### src/rtl/simon_decrypt_iterative_if.sv
`default_nettype none
// ============================================================================
// Module      : simon_decrypt_iterative_if
// Description : Job/result handshake bundle for the SIMON32/64 decryptor.
//               The slave modport is the core side and the master modport is
//               the requester side.
// Revision    : 1.0 - initial release
// ============================================================================
interface simon_decrypt_iterative_if;
    logic        in_valid;
    logic        in_ready;
    logic [31:0] ciphertext;
    logic [63:0] key;
    logic        out_valid;
    logic        out_ready;
    logic [31:0] plaintext;
    logic        busy;

    modport master (
        output in_valid, ciphertext, key, out_ready,
        input  in_ready, out_valid, plaintext, busy
    );

    modport slave (
        input  in_valid, ciphertext, key, out_ready,
        output in_ready, out_valid, plaintext, busy
    );
endinterface
`default_nettype wire

### src/rtl/simon_decrypt_iterative.sv
`default_nettype none
// ============================================================================
// Module      : simon_decrypt_iterative
// Description : Iterative SIMON32/64 decryption core. Expands the key schedule
//               forward to k31 in a 4-word window, then runs 32 inverse rounds
//               while stepping the window backward to regenerate k31..k0.
// Revision    : 1.0 - initial release
// ============================================================================
module simon_decrypt_iterative #(
    parameter int NUM_ROUNDS = 32,
    parameter int KEY_WORDS  = 4
) (
    input  wire logic                 clk,
    input  wire logic                 rst,
    simon_decrypt_iterative_if.slave  bus
);

    localparam logic [1:0]  c_idle = 2'd0;
    localparam logic [1:0]  c_kexp = 2'd1;
    localparam logic [1:0]  c_dec  = 2'd2;
    localparam logic [1:0]  c_done = 2'd3;

    localparam logic [15:0] c_const     = 16'hFFFC;
    localparam logic [61:0] c_z0        = 62'b11111010001001010110000111001101111101000100101011000011100110;
    localparam logic [4:0]  c_kexp_last = 5'(NUM_ROUNDS - KEY_WORDS - 1);
    localparam logic [4:0]  c_dec_last  = 5'(NUM_ROUNDS - 1);

    logic [1:0]  r_state;
    logic [4:0]  r_rcnt;
    logic [15:0] r_x;
    logic [15:0] r_y;
    logic [15:0] r_w0;
    logic [15:0] r_w1;
    logic [15:0] r_w2;
    logic [15:0] r_w3;

    logic [5:0]  w_zidx;
    logic        w_z;
    logic [15:0] w_t;
    logic [15:0] w_u;
    logic [15:0] w_kfwd;
    logic [15:0] w_kback;
    logic [15:0] w_y_new;

    function automatic logic [15:0] ror1(input logic [15:0] v);
        return {v[0], v[15:1]};
    endfunction

    function automatic logic [15:0] ror3(input logic [15:0] v);
        return {v[2:0], v[15:3]};
    endfunction

    // SIMON round function: (ROL1 & ROL8) ^ ROL2
    function automatic logic [15:0] simon_f(input logic [15:0] v);
        return ({v[14:0], v[15]} & {v[7:0], v[15:8]}) ^ {v[13:0], v[15:14]};
    endfunction

    // Constant-sequence bit and forward/backward key-schedule steps
    always_comb begin
        w_zidx = 6'd0;
        if (r_state == c_kexp) begin
            w_zidx = {1'b0, r_rcnt};
        end else if (r_rcnt <= c_kexp_last) begin
            // backward walk reads z in reverse; clamped past k0 where it is unused
            w_zidx = 6'd27 - {1'b0, r_rcnt};
        end
        w_z     = c_z0[6'd61 - w_zidx];
        w_t     = ror3(r_w3) ^ r_w1;
        w_kfwd  = ~r_w0 ^ w_t ^ ror1(w_t) ^ {15'd0, w_z} ^ 16'h0003;
        w_u     = ror3(r_w2) ^ r_w0;
        w_kback = r_w3 ^ c_const ^ {15'd0, w_z} ^ w_u ^ ror1(w_u);
        w_y_new = r_x ^ simon_f(r_y) ^ r_w3;
    end

    assign bus.in_ready  = (r_state == c_idle);
    assign bus.out_valid = (r_state == c_done);
    assign bus.busy      = (r_state == c_kexp) || (r_state == c_dec);
    assign bus.plaintext = {r_x, r_y};

    // Control FSM, data block and key window
    always_ff @(posedge clk) begin
        if (rst) begin
            r_state <= c_idle;
            r_rcnt  <= 5'd0;
            r_x     <= 16'd0;
            r_y     <= 16'd0;
            r_w0    <= 16'd0;
            r_w1    <= 16'd0;
            r_w2    <= 16'd0;
            r_w3    <= 16'd0;
        end else begin
            case (r_state)
                c_idle: begin
                    if (bus.in_valid) begin
                        r_x     <= bus.ciphertext[31:16];
                        r_y     <= bus.ciphertext[15:0];
                        r_w0    <= bus.key[15:0];
                        r_w1    <= bus.key[31:16];
                        r_w2    <= bus.key[47:32];
                        r_w3    <= bus.key[63:48];
                        r_rcnt  <= 5'd0;
                        r_state <= c_kexp;
                    end
                end
                c_kexp: begin
                    r_w0 <= r_w1;
                    r_w1 <= r_w2;
                    r_w2 <= r_w3;
                    r_w3 <= w_kfwd;
                    if (r_rcnt == c_kexp_last) begin
                        r_rcnt  <= 5'd0;
                        r_state <= c_dec;
                    end else begin
                        r_rcnt <= r_rcnt + 5'd1;
                    end
                end
                c_dec: begin
                    r_x  <= r_y;
                    r_y  <= w_y_new;
                    r_w3 <= r_w2;
                    r_w2 <= r_w1;
                    r_w1 <= r_w0;
                    // once k0 has entered the window the last rounds just drain it
                    r_w0 <= (r_rcnt <= c_kexp_last) ? w_kback : 16'd0;
                    if (r_rcnt == c_dec_last) begin
                        r_rcnt  <= 5'd0;
                        r_state <= c_done;
                    end else begin
                        r_rcnt <= r_rcnt + 5'd1;
                    end
                end
                c_done: begin
                    if (bus.out_ready) begin
                        r_state <= c_idle;
                    end
                end
                default: r_state <= c_idle;
            endcase
        end
    end

endmodule
`default_nettype wire

### src/flat_wrapper.sv
// flat-port wrapper written by rule: the top's interface ports become plain ports
module simon_decrypt_iterative_flat 
#(
    parameter int NUM_ROUNDS = 32,
    parameter int KEY_WORDS  = 4
)
  (clk, rst, bus_in_valid, bus_ciphertext, bus_key, bus_out_ready, bus_in_ready, bus_out_valid, bus_plaintext, bus_busy);
  simon_decrypt_iterative_if bus_i ();
  input  wire logic clk;
  input  wire logic rst;
  input wire logic [$bits(bus_i.in_valid)-1:0] bus_in_valid;
  input wire logic [$bits(bus_i.ciphertext)-1:0] bus_ciphertext;
  input wire logic [$bits(bus_i.key)-1:0] bus_key;
  input wire logic [$bits(bus_i.out_ready)-1:0] bus_out_ready;
  output wire logic [$bits(bus_i.in_ready)-1:0] bus_in_ready;
  output wire logic [$bits(bus_i.out_valid)-1:0] bus_out_valid;
  output wire logic [$bits(bus_i.plaintext)-1:0] bus_plaintext;
  output wire logic [$bits(bus_i.busy)-1:0] bus_busy;
  assign bus_i.in_valid = bus_in_valid;
  assign bus_i.ciphertext = bus_ciphertext;
  assign bus_i.key = bus_key;
  assign bus_i.out_ready = bus_out_ready;
  assign bus_in_ready = bus_i.in_ready;
  assign bus_out_valid = bus_i.out_valid;
  assign bus_plaintext = bus_i.plaintext;
  assign bus_busy = bus_i.busy;
  simon_decrypt_iterative #(.NUM_ROUNDS(NUM_ROUNDS), .KEY_WORDS(KEY_WORDS)) u_core (.clk(clk), .rst(rst), .bus(bus_i));
endmodule
### config.mk
export PLATFORM = sky130hd
export DESIGN_NAME = simon_decrypt_iterative_flat
export DESIGN_NICKNAME = d
export VERILOG_FILES = /design/src/rtl/simon_decrypt_iterative_if.sv /design/src/rtl/simon_decrypt_iterative.sv /design/src/flat_wrapper.sv
export SDC_FILE = /design/constraint.sdc
export NUM_CORES = 1
export LEC_CHECK = 0
export ABC_AREA = 1
export BUFFER_PORTS_ARGS = -buffer_cell sky130_fd_sc_hd__clkbuf_2
export CAP_MARGIN = 20
export CORE_MARGIN = 2
export CORE_UTILIZATION = 53
export CTS_CLUSTER_SIZE = 8
export DETAILED_ROUTE_END_ITERATION = 6
export PLACE_DENSITY = 0.83
export SLEW_MARGIN = 0
export SYNTH_ARGS = -nofsm -noshare
export SYNTH_HDL_FRONTEND = slang
export SYNTH_SLANG_ARGS = --single-unit
### constraint.sdc
create_clock -name clk -period 5 [get_ports clk]
set_clock_uncertainty 0.2 [all_clocks]
set_input_delay 0.75 -clock clk [delete_from_list [all_inputs] [get_ports clk]]
set_output_delay 0.75 -clock clk [all_outputs]
set_load 0.01 [all_outputs]
Yosys cells after proc, flatten, opt, wreduce, memory -nomap -nowiden
Memory sizes are Yosys's and may differ from the RTL's.
Index checks and enable logic that the tools add are counted.

operators by class
  add/subtract/negate cells = 3
  magnitude comparators = 2
  equal/unequal tests = 9
  muxes and demuxes = 25
  bitwise gates (word level) = 15
  reduce and logical (&&, ||, !) cells = 7

operator list
  cell                                                                          count
  16-bit case mux with 3 select lines                                           4
  16-bit XOR                                                                    9
  16-bit 2-to-1 mux                                                             7
  16-bit case mux with 2 select lines                                           2
  16-bit by 1-bit XOR with 16-bit output                                        2
  16-bit AND                                                                    1
  16-bit NOT                                                                    1
  5-bit 2-to-1 mux                                                              3
  5-bit case mux with 3 select lines                                            1
  14-bit NOT                                                                    1
  6-bit 2-to-1 mux                                                              2
  5-bit == test, second input constant                                          2
  2-bit 2-to-1 mux                                                              4
  2-bit != test, second input constant                                          4
  2-bit case mux with 4 select lines                                            1
  6-bit by 7-bit less-than comparator with 1-bit output, second input constant  1
  5-bit by 5-bit subtractor with 6-bit output, first input constant             1
  6-bit subtractor, first input constant                                        1
  5-bit by 1-bit adder with 5-bit output, second input constant                 1
  5-bit <= comparator, second input constant                                    1
  2-bit == test, second input constant                                          2
  2-bit AND reduction                                                           2
  4-bit AND reduction                                                           1
  3-bit nonzero test                                                            1
  6 further kinds                                                               6

word-level totals
  flip-flop bits (word level) = 103
  memory bits (read-only) = 64
  input bits = 100
  output and inout port bits = 35
  logic and storage cells = 70
  memories kept = 1

memory list
  name              words  bits a word  read ports  clocked after Yosys merged registers in  write ports  RTL line                       text
  (name not given)  64     1            1           0                                        0            simon_decrypt_iterative.sv:67  w_z = c_z0[6'd61 - w_zidx];

Longest topological paths before layout
  depth in word-level cells = 11
  depth in mapped cells = 21
  gate-level depth less buffers = 20

Worst setup path before layout
Ideal clock, no wire load.

  kind = register to register
  start = register u_core.r_rcnt[2]
  end = register u_core.r_w0[0]
  setup time = 68 ps
  arrival = 2442 ps
  data required time = 4732 ps
  slack = 2291 ps
  cell stages (with the launch flop) = 20
  path buffers = 1
  period minus slack after synthesis = 2709 ps
  path through = dfxtp_1 -> buf_2 -> inv_1 -> ha_1 -> nand3_2 -> nand2_4 -> nand2_2 -> nand2_4 -> ha_1 -> inv_1 -> or2_2 -> nand3_1 -> nand3_1 -> nand3_1 -> nand2_1 -> nand2_1 -> nand3_1 -> nand2_1 -> nand2_1 -> a21oi_2

between the ends
  cells in the longest elaborated chain, start to end = 11
  elaborated cells on any way between the ends = 12
  classes of those cells = add/sub (2); order compare (1); mux (5); bitwise (3); memory (1)

ends and longest elaborated chain
  item                                                                                RTL line                                                                                      text
  start: declaration                                                                  simon_decrypt_iterative.sv:29                                                                 logic [4:0] r_rcnt;
  start signal: assignment                                                            simon_decrypt_iterative.sv:114                                                                r_rcnt <= r_rcnt + 5'd1;
  start signal: assignment                                                            simon_decrypt_iterative.sv:129                                                                r_rcnt <= r_rcnt + 5'd1;
  5-bit by 5-bit subtractor with 6-bit output or 5-bit <= comparator (tied branches)  simon_decrypt_iterative.sv:65, simon_decrypt_iterative.sv:63, simon_decrypt_iterative.sv:124
  6-bit 2-to-1 mux                                                                    simon_decrypt_iterative.sv:63                                                                 end else if (r_rcnt <= c_kexp_last) begin
  6-bit 2-to-1 mux                                                                    simon_decrypt_iterative.sv:61                                                                 if (r_state == c_kexp) begin
  6-bit subtractor                                                                    simon_decrypt_iterative.sv:67
  memory read 64 x 1 bit                                                              --
  1-bit 2-to-1 mux (not written as such)                                              simon_decrypt_iterative.sv:67
  16-bit by 1-bit XOR with 16-bit output                                              simon_decrypt_iterative.sv:71                                                                 w_kback = r_w3 ^ c_const ^ {15'd0, w_z} ^ w_u ^ ror1(w_u);
  16-bit XOR (2 in series)                                                            simon_decrypt_iterative.sv:71
  16-bit 2-to-1 mux (*)                                                               simon_decrypt_iterative.sv:124                                                                r_w0 <= (r_rcnt <= c_kexp_last) ? w_kback : 16'd0;
  16-bit case mux with 3 select lines (*)                                             simon_decrypt_iterative.sv:92                                                                 case (r_state)
  end signal: assignment                                                              simon_decrypt_iterative.sv:97                                                                 r_w0 <= bus.key[15:0];
  end signal: assignment                                                              simon_decrypt_iterative.sv:106                                                                r_w0 <= r_w1;
  end signal: assignment                                                              simon_decrypt_iterative.sv:124
  end: declaration                                                                    simon_decrypt_iterative.sv:32                                                                 logic [15:0] r_w0;

Mark *: on every way between the ends. The rest lies on a longest branch, timed or not. The select of a mux whose other input is x is not followed.
A chain may end at the register's enable or synchronous reset.

Worst setup path after layout
  start = register u_core.r_state[1]
  end = register u_core.r_w0[9]

between the ends
  cells in the longest elaborated chain, start to end = 3
  elaborated cells on any way between the ends = 7
  classes of those cells = eq/ne (3); mux (1); reduce/logical (3)

ends and longest elaborated chain
  item                                                           RTL line                        text
  start: declaration                                             simon_decrypt_iterative.sv:28   logic [1:0] r_state;
  start signal: assignment                                       simon_decrypt_iterative.sv:83   r_state <= c_idle;
  start signal: assignment                                       simon_decrypt_iterative.sv:102  r_state <= c_kexp;
  start signal: assignment                                       simon_decrypt_iterative.sv:127  r_state <= c_done;
  2-bit == test (tied with other cells)                          simon_decrypt_iterative.sv:92
  3-bit nonzero test (no line) or 2-bit != test (tied branches)  --
  2-bit AND reduction (no line)                                  --

Several ways; a longest one is shown, not always the timed one.

==> run metrics <==
clock period minus worst slack a little under 4 ns; dpl ws around 1.2 ns; root buf cell clkbuf_16; Reg clk slew, reported paths 0.07 ns; register area share after synthesis around 30%; Num CTS Buffers 9; post-synthesis register bit count about 100; Antenna diodes 0; Synth Flop Type dfxtp_1; Fill cells 1192; via count between 7000 and 8000; most common library cell in the layout ignoring fill and taps nand2_1; initial antenna violation count 0; maximum fanout along the worst path 109; # H-tree levels 3; worst vdd ir 0.0004023 V; Nets ~1200; setup_tns 0 ns; synth top area cells dfxtp_1 (30%), nand2_1 (9.8%), xor2_1 (9.5%); CP Buf/Inv Count 6; cell taking the most area after synthesis dfxtp_1; Routed Antenna Nets 0; r2r setup slk between 1 and 1.5 ns; DR WL/cell 16.67 um; Final Util 62.56%; share of layout cells above drive strength 1 17.54%; Slowest cell on crit path buf_4; Cell Rows 41; first-pass iteration count of the detailed router 7; final wirelength 20730 um; Post-DP HPWL 14180 um; crit path launch type flop; worst rel slew slack 35.00%; Setup Viol. Count Final 0; Pins Over Slew Limit 0; number of max-cap violations 0; largest net degree at the start of global routing 110; # clock sinks slightly above 100; ordered list of cells on the worst path inv_1 > ha_1 > buf_4 > inv_2 > nor2_4 > buf_4 > nor2_2 > inv_2 > buf_4 > o211ai_1 > a21oi_1; cells after synthesis 977; area grow syn2layout 14.47%; Initial Util 54.65%; FMAX between 200 and 300 MHz; worst slew pin tran between 0.9 and 1 ns; Worst Path Class, Setup reg2reg; post-CTS setup buffers 0; gpl congestion around 0.85; Worst setup EP type flop; post-CTS sizing 0; first-pass GRT wire length 33490 um; Synth top area share 29.78%; pwr dens between 700 and 800 nW/um2; max incr delay on CP around 0.7 ns; num ports about 140; status completed; Post-Syn Area 6924 um2; number of buffers added on ports between 100 and 150; Iteration-0 DRC Markers a little under 800; Post-synth EDFFs 0; RSZ-0062 raised after global routing false; post-synthesis average cell area 7.087 um2; GR Util All Layers between 20% and 30%; HP Class reg2reg; crit path DAT 4.01 ns; Die Width 118.3 um; Via density 5.779; fin crit share 78.92%; Critical Path RT a little over 5 ns; Worst path top cell family by delay buffers and inverters; die footprint 13990 um2; Pleak 3.241 nW; vias in the first global route 6570; synth warn 0; Final Hold Viols 0; TritonCTS clock tree yes; Syn Nets between 1000 and 1500; CTS Hold Bufs 0; DRC 0; asr flop ratio synth 0%; Hold Crit Depth 2; highest-count cells in the layout ignoring fill and taps nand2_1 (181), clkbuf_2 (134), dfxtp_1 (103); Final WS setup 1.054 ns; Worst Reg2Reg Path Length in Cells 11; WP depth 11; Max clock buf depth 2; clk_lat worst skew 0.35 ns; Final Hold Slack 0.2934 ns; core area 12670 um2; gr ovfl total 0; Die Y about 120 um; cell mode on critical path buf_4; total power ~5.6 mW; post-synth cell types 28
[Yosys cell counts, types with 2 or more instances]
cell type  count
a21oi_1       94
a21oi_2        3
a31oi_1       16
buf_1          5
buf_2          7
clkbuf_1      51
dfxtp_1      103
ha_1          12
inv_1         87
inv_2          7
nand2_1      181
nand2_2        6
nand2_4        4
nand3_1       26
nand3_2        4
nand4_1        3
nor2_1        24
o211ai_1      35
o21ai_0       94
o221ai_1      26
o22ai_1       52
or2_2          2
xnor2_1       56
xor2_1        75
[per-stage QoR]
step | std cells | cell area (um2)
6_report | 1244 | 7926
4_1_cts | 1244 | 7926
5_1_grt | 1244 | 7926
3_5_place_dp | 1228 | 7631
3_3_place_gp | 1228 | 7631
2_1_floorplan | 977 | 6924
[sequential cells by signal (all words and copies together), names as in the netlist]
register / count
u_core.r_rcnt: 5
u_core.r_w1: 16
u_core.r_w3: 16
u_core.r_x: 16
u_core.r_w2: 16
u_core.r_y: 16
u_core.r_w0: 16
u_core.r_state: 2
[path summary, 6_finish.rpt]
check | startpoint | endpoint
worst min register to register | u_core.r_w0[15]$_SDFFE_PP0P_ | u_core.r_w0[15]$_SDFFE_PP0P_
worst min-delay path | u_core.r_w0[15]$_SDFFE_PP0P_ | u_core.r_w0[15]$_SDFFE_PP0P_
worst max-delay path | u_core.r_state[1]$_SDFFE_PP0P_ | u_core.r_w0[9]$_SDFFE_PP0P_
worst max register to register | u_core.r_state[1]$_SDFFE_PP0P_ | u_core.r_w0[9]$_SDFFE_PP0P_
[layout make-up]
type                    count  area, um2  area share (%)
multi-input cells         716       4263           53.78
flip-flops and latches    103       2062           26.01
repair buffers            143      738.2           9.313
inverters                  94      352.8           4.451
clock buffers              13      280.3           3.536
well taps                 172      215.2           2.715
clock inverters             3      15.01          0.1894
[worst reg2reg max path: stages (launching register included)]
cell,delay [ns]
dfxtp_1,0.37
inv_1,0.09
ha_1,0.28
buf_4,0.43
inv_2,0.49
nor2_4,0.20
buf_4,0.49
nor2_2,0.09
inv_2,0.06
buf_4,0.71
o211ai_1,0.28
a21oi_1,0.18
[report_power, final]
group          switching [mW]  internal (mW)
combinational            2.06           1.26
clock                   0.313          0.390
sequential              0.405           1.12
total                    2.78           2.77
[routing by layer]
| layer | GRT usage [%] | vias to the layer above | part of all wire (%) |
|---|---|---|---|
| li1 | - | 3498 | - |
| met2 | 48.88 | 339 | 48 |
| met4 | 11.22 | 0 | 3.4 |
| met1 | 38.44 | 3297 | 42 |
| met3 | 4.247 | 55 | 6.7 |
| met5 | 0 | - | 0 |
[cell families after synthesis]
kind of cell             share of synthesized area, %
flip-flops                                      29.78
AND/OR/NAND/NOR                                 15.31
AO/OA/AOI/OAI                                   27.38
adder cells (fa/ha/maj)                         2.168
XOR/XNOR                                        16.57
buffers and inverters                           8.800
No activity file was read; power rests on OpenSTA's default activity.
